`src/rtl/ixc_uclk_pkg.sv`:
```
// ixc_uclk_pkg: shared types and constants for the user-clock monitor.
// Imported by the interface, synchroniser and monitor top.
package ixc_uclk_pkg;

  localparam int unsigned PERIOD_W_DFLT = 16;
  localparam int unsigned MATCH_W       = 4;

  typedef enum logic [1:0] {
    IDLE    = 2'd0,
    ARMED   = 2'd1,
    ACQUIRE = 2'd2,
    LOCKED  = 2'd3
  } mon_state_e;

endpackage

```
`src/rtl/ixc_uclk_if.sv`:
```
// ixc_uclk_if: pulse-train input, controls, strobes and status
// between a uclk source/consumer and the monitor.
interface ixc_uclk_if
  import ixc_uclk_pkg::*;
#(
  parameter int unsigned PERIOD_W = PERIOD_W_DFLT
);

  logic                uclk;
  logic                enable;
  logic                clr_lost;
  logic                uclk_rise;
  logic                uclk_fall;
  logic                locked;
  logic                lost;
  logic [PERIOD_W-1:0] period;
  logic [31:0]         rise_count;

  modport master (
    output uclk,
    output enable,
    output clr_lost,
    input  uclk_rise,
    input  uclk_fall,
    input  locked,
    input  lost,
    input  period,
    input  rise_count
  );

  modport slave (
    input  uclk,
    input  enable,
    input  clr_lost,
    output uclk_rise,
    output uclk_fall,
    output locked,
    output lost,
    output period,
    output rise_count
  );

endinterface

```
`src/rtl/ixc_uclk_sync.sv`:
```
// ixc_uclk_sync: brings uclk into the clk domain and emits
// registered single-cycle rise/fall strobes.
module ixc_uclk_sync #(
  parameter int unsigned SYNC_STAGES = 2
) (
  input  logic clk,
  input  logic rst_n,
  input  logic async_i,
  output logic rise_o,
  output logic fall_o
);

  logic [SYNC_STAGES-1:0] sync_q;
  logic                   hist_q;
  logic                   rise_q;
  logic                   fall_q;
  logic                   s;

  assign s = sync_q[SYNC_STAGES-1];

  // Strobes are registered so they land SYNC_STAGES+1 edges after uclk moves
  always_ff @(posedge clk or negedge rst_n) begin
    if (!rst_n) begin
      sync_q <= '0;
      hist_q <= 1'b0;
      rise_q <= 1'b0;
      fall_q <= 1'b0;
    end else begin
      sync_q <= {sync_q[SYNC_STAGES-2:0], async_i};
      hist_q <= s;
      rise_q <= s & ~hist_q;
      fall_q <= ~s & hist_q;
    end
  end

  assign rise_o = rise_q;
  assign fall_o = fall_q;

endmodule

```
`src/rtl/ixc_uclk_monitor.sv`:
```
// ixc_uclk_monitor: measures the uclk period in clk cycles,
// tracks lock, and flags drift or stall as sticky loss.
module ixc_uclk_monitor
  import ixc_uclk_pkg::*;
#(
  parameter int unsigned SYNC_STAGES = 2,
  parameter int unsigned PERIOD_W    = PERIOD_W_DFLT,
  parameter int unsigned LOCK_COUNT  = 4,
  parameter int unsigned TOL         = 1,
  parameter int unsigned TIMEOUT     = 1024
) (
  input logic       clk,
  input logic       rst_n,
  ixc_uclk_if.slave bus
);

  localparam logic [PERIOD_W-1:0] CNT_MAX = '1;
  localparam logic [PERIOD_W-1:0] CNT_ONE = PERIOD_W'(1);
  localparam logic [PERIOD_W-1:0] TMO_V   = PERIOD_W'(TIMEOUT);
  localparam logic [PERIOD_W:0]   TOL_V   = (PERIOD_W+1)'(TOL);
  localparam logic [MATCH_W-1:0]  LOCK_V  = MATCH_W'(LOCK_COUNT);
  localparam logic [MATCH_W-1:0]  M_ONE   = MATCH_W'(1);

  logic rise;
  logic fall;

  ixc_uclk_sync #(
    .SYNC_STAGES(SYNC_STAGES)
  ) u_sync (
    .clk    (clk),
    .rst_n  (rst_n),
    .async_i(bus.uclk),
    .rise_o (rise),
    .fall_o (fall)
  );

  mon_state_e          state_q, state_d;
  logic [PERIOD_W-1:0] cnt_q, cnt_d;
  logic [PERIOD_W-1:0] ref_q, ref_d;
  logic                ref_vld_q, ref_vld_d;
  logic [MATCH_W-1:0]  match_q, match_d;
  logic [PERIOD_W-1:0] period_q, period_d;
  logic                lost_q, lost_d;
  logic [31:0]         rc_q, rc_d;

  logic [PERIOD_W:0]   diff;
  logic [PERIOD_W:0]   mag;
  logic                in_tol;
  logic                stall;
  logic                lost_set;
  logic [MATCH_W-1:0]  match_inc;

  // One extra bit keeps the sign of cnt-ref; a saturated cnt never matches
  assign diff      = {1'b0, cnt_q} - {1'b0, ref_q};
  assign mag       = diff[PERIOD_W] ? -diff : diff;
  assign in_tol    = (cnt_q != CNT_MAX) && (mag <= TOL_V);
  assign stall     = (cnt_q >= TMO_V);
  assign match_inc = match_q + M_ONE;

  always_comb begin
    state_d   = state_q;
    ref_d     = ref_q;
    ref_vld_d = ref_vld_q;
    match_d   = match_q;
    period_d  = period_q;
    lost_set  = 1'b0;
    rc_d      = rc_q + 32'(rise);

    if (rise) begin
      cnt_d = CNT_ONE;
    end else if (cnt_q == CNT_MAX) begin
      cnt_d = cnt_q;
    end else begin
      cnt_d = cnt_q + CNT_ONE;
    end

    if (!bus.enable) begin
      state_d = IDLE;
      match_d = '0;
    end else begin
      unique case (state_q)
        IDLE: begin
          state_d = ARMED;
          match_d = '0;
        end
        ARMED: begin
          if (rise) begin
            state_d   = ACQUIRE;
            ref_vld_d = 1'b0;
            match_d   = '0;
          end
        end
        ACQUIRE: begin
          if (rise) begin
            period_d  = cnt_q;
            ref_d     = cnt_q;
            ref_vld_d = 1'b1;
            if (ref_vld_q && in_tol) begin
              match_d = match_inc;
              if (match_inc >= LOCK_V) begin
                state_d = LOCKED;
              end
            end else begin
              match_d = '0;
            end
          end else if (stall) begin
            state_d = ARMED;
            match_d = '0;
          end
        end
        LOCKED: begin
          if (rise) begin
            period_d = cnt_q;
            if (!in_tol) begin
              state_d  = ACQUIRE;
              lost_set = 1'b1;
              match_d  = '0;
              ref_d    = cnt_q;
            end
          end else if (stall) begin
            state_d  = ACQUIRE;
            lost_set = 1'b1;
            match_d  = '0;
          end
        end
        default: begin
          state_d = IDLE;
        end
      endcase
    end

    if (lost_set) begin
      lost_d = 1'b1;
    end else if (bus.clr_lost) begin
      lost_d = 1'b0;
    end else begin
      lost_d = lost_q;
    end
  end

  always_ff @(posedge clk or negedge rst_n) begin
    if (!rst_n) begin
      state_q   <= IDLE;
      cnt_q     <= '0;
      ref_q     <= '0;
      ref_vld_q <= 1'b0;
      match_q   <= '0;
      period_q  <= '0;
      lost_q    <= 1'b0;
      rc_q      <= '0;
    end else begin
      state_q   <= state_d;
      cnt_q     <= cnt_d;
      ref_q     <= ref_d;
      ref_vld_q <= ref_vld_d;
      match_q   <= match_d;
      period_q  <= period_d;
      lost_q    <= lost_d;
      rc_q      <= rc_d;
    end
  end

  assign bus.uclk_rise  = rise;
  assign bus.uclk_fall  = fall;
  assign bus.locked     = (state_q == LOCKED);
  assign bus.lost       = lost_q;
  assign bus.period     = period_q;
  assign bus.rise_count = rc_q;

endmodule

```
`src/flat_wrapper.sv`:
```
// flat-port wrapper written by rule: the top's interface ports become plain ports
module ixc_uclk_monitor_flat import ixc_uclk_pkg::*;
#(
  parameter int unsigned SYNC_STAGES = 2,
  parameter int unsigned PERIOD_W    = PERIOD_W_DFLT,
  parameter int unsigned LOCK_COUNT  = 4,
  parameter int unsigned TOL         = 1,
  parameter int unsigned TIMEOUT     = 1024
)
  (clk, rst_n, bus_uclk, bus_enable, bus_clr_lost, bus_uclk_rise, bus_uclk_fall, bus_locked, bus_lost, bus_period, bus_rise_count);
  ixc_uclk_if #(.PERIOD_W(PERIOD_W)) bus_i ();
  input logic clk;
  input logic rst_n;
  input wire logic [$bits(bus_i.uclk)-1:0] bus_uclk;
  input wire logic [$bits(bus_i.enable)-1:0] bus_enable;
  input wire logic [$bits(bus_i.clr_lost)-1:0] bus_clr_lost;
  output wire logic [$bits(bus_i.uclk_rise)-1:0] bus_uclk_rise;
  output wire logic [$bits(bus_i.uclk_fall)-1:0] bus_uclk_fall;
  output wire logic [$bits(bus_i.locked)-1:0] bus_locked;
  output wire logic [$bits(bus_i.lost)-1:0] bus_lost;
  output wire logic [$bits(bus_i.period)-1:0] bus_period;
  output wire logic [$bits(bus_i.rise_count)-1:0] bus_rise_count;
  assign bus_i.uclk = bus_uclk;
  assign bus_i.enable = bus_enable;
  assign bus_i.clr_lost = bus_clr_lost;
  assign bus_uclk_rise = bus_i.uclk_rise;
  assign bus_uclk_fall = bus_i.uclk_fall;
  assign bus_locked = bus_i.locked;
  assign bus_lost = bus_i.lost;
  assign bus_period = bus_i.period;
  assign bus_rise_count = bus_i.rise_count;
  ixc_uclk_monitor #(.SYNC_STAGES(SYNC_STAGES), .PERIOD_W(PERIOD_W), .LOCK_COUNT(LOCK_COUNT), .TOL(TOL), .TIMEOUT(TIMEOUT)) u_core (.clk(clk), .rst_n(rst_n), .bus(bus_i));
endmodule
```
`config.mk`:
```
export PLATFORM = sky130hd
export DESIGN_NAME = ixc_uclk_monitor_flat
export DESIGN_NICKNAME = d
export VERILOG_FILES = /design/src/rtl/ixc_uclk_pkg.sv /design/src/rtl/ixc_uclk_if.sv /design/src/rtl/ixc_uclk_sync.sv /design/src/rtl/ixc_uclk_monitor.sv /design/src/flat_wrapper.sv
export SDC_FILE = /design/constraint.sdc
export NUM_CORES = 1
export LEC_CHECK = 0
export ABC_AREA = 1
export BUFFER_PORTS_ARGS = -buffer_cell sky130_fd_sc_hd__clkbuf_2
export CAP_MARGIN = 30
export CORE_UTILIZATION = 60
export CTS_CLUSTER_DIAMETER = 120
export DETAILED_ROUTE_END_ITERATION = 10
export PLACE_DENSITY_LB_ADDON = 0.1
export SKIP_CTS_REPAIR_TIMING = 1
export SLEW_MARGIN = 10
export SYNTH_ARGS = -nofsm -noshare
export SYNTH_HDL_FRONTEND = slang
export SYNTH_SLANG_ARGS = --single-unit
```
`constraint.sdc`:
```
create_clock -name clk -period 3.85 [get_ports clk]
set_input_delay 0.77 -clock clk [delete_from_list [all_inputs] [get_ports clk]]
set_output_delay 0.77 -clock clk [all_outputs]
set_load 0.02 [all_outputs]
```
==> results of run 1 <==
-- area by class of cell --
| type | count | area (sq um) |
|---|---|---|
| flip-flops and latches | 93 | 2330 |
| clock buffers | 9 | 124 |
| multi-input cells | 588 | 3120 |
| clock inverters | 7 | 110 |
| inverters | 135 | 507 |
| repair buffers | 62 | 378 |
| fillers | 849 | 3040 |
| well taps | 133 | 166 |
-- worst max-delay path by stage --
stage               slack, ns  cells past startpoint         endpoint
floorplan                0.85                     22  u_core.ref_q[1]
CTS                      0.41                     23  u_core.ref_q[1]
global route            0.009                     25  u_core.ref_q[1]
global placement         0.60                     23  u_core.ref_q[1]
detailed placement       0.42                     23  u_core.ref_q[0]
finish                   0.38                     22  u_core.ref_q[0]
-- worst register-to-register path: cells and delay by family, from the launching register on --
| family | cells | cell delay [ns] |
|---|---|---|
| adders and majority gates | 3 | 0.91 |
| DFF | 1 | 0.37 |
| and+or+nand+nor | 13 | 1.31 |
| AOI/OAI and AO/OA | 2 | 0.28 |
| buffers and inverters | 4 | 0.47 |
-- kinds of logic after synthesis --
logic type / Yosys count / synth area share (%)
AOI/OAI and AO/OA: 96 / 9.69
buffers and inverters: 148 / 9.94
and+or+nand+nor: 438 / 32.6
DFF: 93 / 38.4
xor gates and xnor gates: 31 / 4.49
adders and majority gates: 23 / 4.88
-- cells in the final DEF, fill, tap and decap left out, types with 3 or more instances in the layout --
cell	count
a211oi_1	3
o21ai_2	14
o21ai_0	40
xor2_1	23
nand3_2	6
ha_1	22
nor2_1	68
nor3_2	3
clkbuf_2	55
nand2_2	26
dfrtp_1	93
nor3_1	14
buf_4	4
nand2_1	212
xnor2_1	8
nor2_2	10
clkbuf_8	9
inv_2	4
nand4_1	14
a21oi_1	26
inv_1	131
nand3_1	76
-- per-stage QoR --
| stage | total power (W) | setup WS, ns | instance area, sq um | util (%) |
|---|---|---|---|---|
| floorplan | 0.00363 | 0.855 | 6050 | - |
| global placement | 0.00409 | 0.604 | 6450 | 66.0 |
| detailed placement | 0.00416 | 0.424 | 6450 | 66.0 |
| CTS | 0.00492 | 0.415 | 6680 | 68.4 |
| global route | 0.00545 | 0.00864 | 6740 | 68.9 |
| finish | 0.00495 | 0.377 | 6740 | 68.9 |
-- power by group through the flow --
stage	Clock (W)	Combinational [W]	Sequential, W
3_5_place_dp	0	0.00297	0.00119
2_1_floorplan	0	0.00241	0.00122
6_report	0.000749	0.00303	0.00117
4_1_cts	0.000761	0.00299	0.00117
5_1_grt	0.000792	0.00347	0.00119
3_3_place_gp	0	0.00291	0.00118
-- flip-flops by register name, summed over array words and instances, names as in the netlist --
register / count
u_core.cnt_q: 16
u_core.u_sync.sync_q: 2
u_core.bus.rise_count: 32
u_core.state_q: 2
u_core.u_sync.hist_q: 1
u_core.match_q: 4
u_core.ref_vld_q: 1
u_core.bus.period: 16
u_core.u_sync.fall_o: 1
u_core.u_sync.rise_o: 1
u_core.bus.lost: 1
u_core.ref_q: 16
-- layer usage --
metal | track usage (%) | vias up
met2 | 47.1 | 126
met4 | 11.2 | 0
met5 | 0 | -
met3 | 5.27 | 32
li1 | - | 2745
met1 | 36.5 | 2585
==> impl_metrics.yaml, run 1 <==
outcome:
  outcome: "finished clean"
logic_synthesis:
  async_reset_ff_share_pct: 100
  synth_common_cells: "nand2_1 (212), inv_1 (131), dfrtp_1 (93)"
  synth-edff-count: 0
  synth_top_cell_area_share_pct: 38.4
  avgSynthCellArea_sq_um: 7.30
  synth_ff_type: "dfrtp_1"
  yosysMostFrequentCell: "nand2_1"
  ys_types: 39
  yosys.area.top_type: "dfrtp_1"
  syn_area_sq_um: 6050
  synth_fp_nets: 857
  syn_inst: 829
  synth.area.top_cells: "dfrtp_1 (38%), nand2_1 (13%), inv_1 (8.1%), nand3_1 (6.3%), ha_1 (4.5%)"
  yosysWarningCount: 0
  ys_ff_latch: 93
  yosysSeqAreaShare_pct: 38.4
critical_path:
  critPathLaunch: "u_core.cnt_q[0]"
  criticalPathCategory: "reg -> reg"
  cpMostUsedCell: "nand2_1"
  startpoint_type: "register"
  critPathMaxFanout: 16
  r2r_slack_ns: 0.38
  rr_endpoint: "u_core.ref_q[0]"
  arrival_ns: 3.74
  cp_data_required_time_ns: 4.11
  critPathTopFamily: "simple AND/OR/NAND/NOR gates"
  r2r_cells: 22
  cp-end-kind: "register"
  slowest_stage: "fa_1"
  crit_buf_inv: 4
  crit_chain: "inv_1, ha_1, fa_1, ha_1, inv_1, nor2_2, nand3_2, nor2_1, nand2_1, nor2_2, nand2_1, nand2_1, nand2_1, nand2_1, nand2_1, nor2_2, nand3_2, nor2_2, inv_2, o21ai_4, clkbuf_16, o21ai_1"
  max_stage_delay_ns: 0.51
  r2r-start: "u_core.cnt_q[0]"
finish:
  syn_to_final_growth_pct: 11.3
  drive_above_1_share_pct: 16.3
  antenna_cells: 0
  nets: 917
  instances_no_fill: 1027
clock_network:
  cts_sinks: 93
  clockRootBuffer: "clkbuf_8"
  tritoncts: "yes"
  clkTransAtPathRegs_ns: 0.10
  cts-buffers-inserted: 9
  clockBufferDepth: 2
  clk_latency_ns: 0.37
  htreeDepth: 3
power_and_ir_drop:
  ir_drop_v: 0.000563
  p_leak_nw: 3.57
  p_switching_w: 0.00253
  p_int_w: 0.00243
  clkPwrFrac_pct: 15.1
  power.share.combinational_pct: 61.2
  powerDensity_nw_per_um2: 735
  p_sw_share_pct: 51.0
  seqPwrFrac_pct: 23.7
sta:
  maxSlewHeadroom_pct: 42.4
  skew_ns: 0.0113
  slew_viol_final: 0
  hold_ws_ns: 0.192
  min_period_ns: 3.47
  finalSetupViolCount: 0
  worst_pin_slew_ns: 0.863
  rsz0062_at_grt: "no"
  tns_ns: 0
  timing.fmax_ghz: 0.288
  hold_viol: 0
  fin_crit_sh_pct: 90.2
grt:
  grt_max_degree: 74
  grtUsageTotal_pct: 28.3
  grt-ovfl-total: 0
  antenna_found_initial: 0
  grt_pass1_vias: 5245
  grt_pass1_wl_microns: 23200
route:
  drc: 0
  wl_met3_microns: 643
  ant_nets: 0
  via_per_inst: 5.34
  top_layer: "met4"
  wl_per_cell_microns: 13.3
  dr.pass1.iters: 5
  vias: 5488
  wl_microns: 13700
  wl_met2_microns: 6620
  drtIter0Drc: 301
  m1WireLength_microns: 6090
floorplan:
  die_w_microns: 102
  design.core.area_sq_um: 9770
  ioPinCount: 57
  die_h_microns: 102
  rows: 36
  start_util_pct: 61.9
  dieArea_sq_um: 10500
place:
  dp_hpwl_microns: 10400
  io_buffers: 56
  gp_congestion: 0.961
  place_inst: 1009
flow_run:
  maxCapViolations: 0
hold_path:
  hold_class: "in -> async"
Power figures use the tool's default switching activity.
==> run 2: changes to the inputs <==
Settings changed: CORE_UTILIZATION 60 to 62, CTS_BUF_LIST from default to sky130_fd_sc_hd__clkbuf_4 sky130_fd_sc_hd__clkbuf_8, CTS_CLUSTER_SIZE from default to 20.
==> run 2 against run 1 <==
Routed wire length shrank 2.6%. Die area shrank 3.2%. Fmax is 1.5% higher. Sequential share of layout area increased by 0.48 points. Core utilization rose by 2.3 points. Critical endpoint is now u_core.state_q[1].
==> impl_metrics.yaml, run 2 (synthesized netlist as in run 1, its figures left out) <==
outcome:
  outcome: "finished clean"
power_and_ir_drop:
  finalPower_w: 0.00483
  ir_drop_v: 0.000473
  p_int_w: 0.00230
  power.share.combinational_pct: 62.1
  powerDensity_nw_per_um2: 726
  clkPwrFrac_pct: 13.5
  p_leak_nw: 3.53
  p_switching_w: 0.00252
  p_sw_share_pct: 52.3
  seqPwrFrac_pct: 24.4
clock_network:
  cts-buffers-inserted: 9
  tritoncts: "yes"
  clockRootBuffer: "clkbuf_8"
  clkTransAtPathRegs_ns: 0.11
  clk_latency_ns: 0.37
  clockBufferDepth: 2
  htreeDepth: 3
  cts_sinks: 93
floorplan:
  rows: 35
  die_w_microns: 101
  start_util_pct: 64.9
  die_h_microns: 101
  dieArea_sq_um: 10200
  ioPinCount: 57
  design.core.area_sq_um: 9330
grt:
  antenna_found_initial: 0
  grt-ovfl-total: 0
  grt_pass1_vias: 5180
  grtUsageTotal_pct: 28.4
  grt_pass1_wl_microns: 22900
  grt_max_degree: 55
route:
  m1WireLength_microns: 6000
  wl_met2_microns: 6400
  wl_per_cell_microns: 13.1
  top_layer: "met4"
  ant_nets: 0
  vias: 5432
  dr.pass1.iters: 5
  wl_microns: 13400
  drc: 0
  drtIter0Drc: 200
  via_per_inst: 5.32
  wl_met3_microns: 675
flow_run:
  maxCapViolations: 0
sta:
  timing.fmax_ghz: 0.292
  fin_crit_sh_pct: 88.9
  hold_viol: 0
  finalSetupViolCount: 0
  slew_viol_final: 0
  tns_ns: 0
  maxSlewHeadroom_pct: 44.5
  worst_pin_slew_ns: 0.831
  skew_ns: 0.0126
  rsz0062_at_grt: "no"
  min_period_ns: 3.42
finish:
  final_common_cell: "nand2_1"
  antenna_cells: 0
  nFillCells: 755
  nets: 915
  instances_no_fill: 1021
  final_cell_mix: "nand2_1 (212), inv_1 (131), dfrtp_1 (93)"
  drive_above_1_share_pct: 16.1
  syn_to_final_growth_pct: 9.76
  largest_register_ffs: 32
critical_path:
  startpoint_type: "register"
  criticalPathCategory: "reg -> reg"
  arrival_ns: 3.68
  cp-end-kind: "register"
  cp_data_required_time_ns: 4.10
  critPathMaxFanout: 7
place:
  dp_hpwl_microns: 10400
  gp_congestion: 0.918
  place_inst: 1005
  io_buffers: 56
hold_path:
  hold_class: "reg -> reg"
==> run 2: cell types whose count changed in the layout (fill, tap and decap cells not counted), sizes merged <==
cell    delta
inv        +3
bufinv     -2
buf        -1
clkbuf     -1
clkinv     -1
==> run 2: critical path, stage by stage (launching register included) <==
cell,delay [ns]
dfrtp_1,0.36
inv_1,0.11
ha_1,0.23
fa_1,0.52
ha_1,0.17
inv_1,0.06
nor2_2,0.16
nand3_2,0.13
nor2_1,0.15
nand2_1,0.08
nor2_2,0.11
nand2_1,0.09
nand2_1,0.07
nand2_1,0.06
nand2_1,0.07
nand2_1,0.07
nor2_2,0.10
nand3_2,0.08
nor2_2,0.12
nand3_1,0.10
nand2_1,0.21
inv_1,0.09
nand3_1,0.09
nand2_1,0.05
==> run 2: power by group through the flow <==
stage / Clock, W / Sequential [W] / Combinational, W
after floorplan: 0 / 0.00122 / 0.00241
final: 0.000651 / 0.00118 / 0.00300
after CTS: 0.000662 / 0.00117 / 0.00297
after global routing: 0.000702 / 0.00119 / 0.00342
after global placement: 0 / 0.00119 / 0.00289
after detailed placement: 0 / 0.00119 / 0.00296
==> run 2: path summary, 6_finish.rpt <==
check                                        start                  endpoint  slack, ns  depth (start not counted)
max in group asynchronous                    rst_n         u_core.match_q[0]       2.67                          2
hold reg to reg            u_core.u_sync.sync_q[0]   u_core.u_sync.sync_q[1]       0.38                          0
min in group asynchronous                    rst_n  u_core.bus.rise_count[4]       0.42                          1
setup reg to reg                   u_core.cnt_q[0]         u_core.state_q[1]       0.43                         23
hold / removal             u_core.u_sync.sync_q[0]   u_core.u_sync.sync_q[1]       0.38                          0
setup / recovery                   u_core.cnt_q[0]         u_core.state_q[1]       0.43                         23
==> run 2: per-layer routing <==
layer  track usage, %  up-vias
li1                 -     2741
met1             36.3     2521
met2             48.3      139
met3             5.20       31
met4             10.3        0
met5                0        -
==> run 2: layout make-up <==
cell class              count  area, sq um  share of cell area [%]
repair buffers             60          325                    4.90
flip-flops and latches     93         2330                    35.0
inverters                 135          507                    7.63
clock inverters             7         75.1                    1.13
multi-input cells         588         3120                    47.0
clock buffers               9          124                    1.86
well taps                 129          161                    2.43
==> run 2: per-stage QoR <==
step | utilization (%) | cell area (sq um) | setup WS (ns) | hold slack (ns)
2_1_floorplan | - | 6050 | 0.855 | 0.331
3_3_place_gp | 69.1 | 6440 | 0.606 | 0.331
3_5_place_dp | 69.1 | 6440 | 0.463 | 0.345
4_1_cts | 71.2 | 6640 | 0.436 | 0.382
5_1_grt | 71.2 | 6640 | 0.0302 | 0.405
6_report | 71.2 | 6640 | 0.427 | 0.382
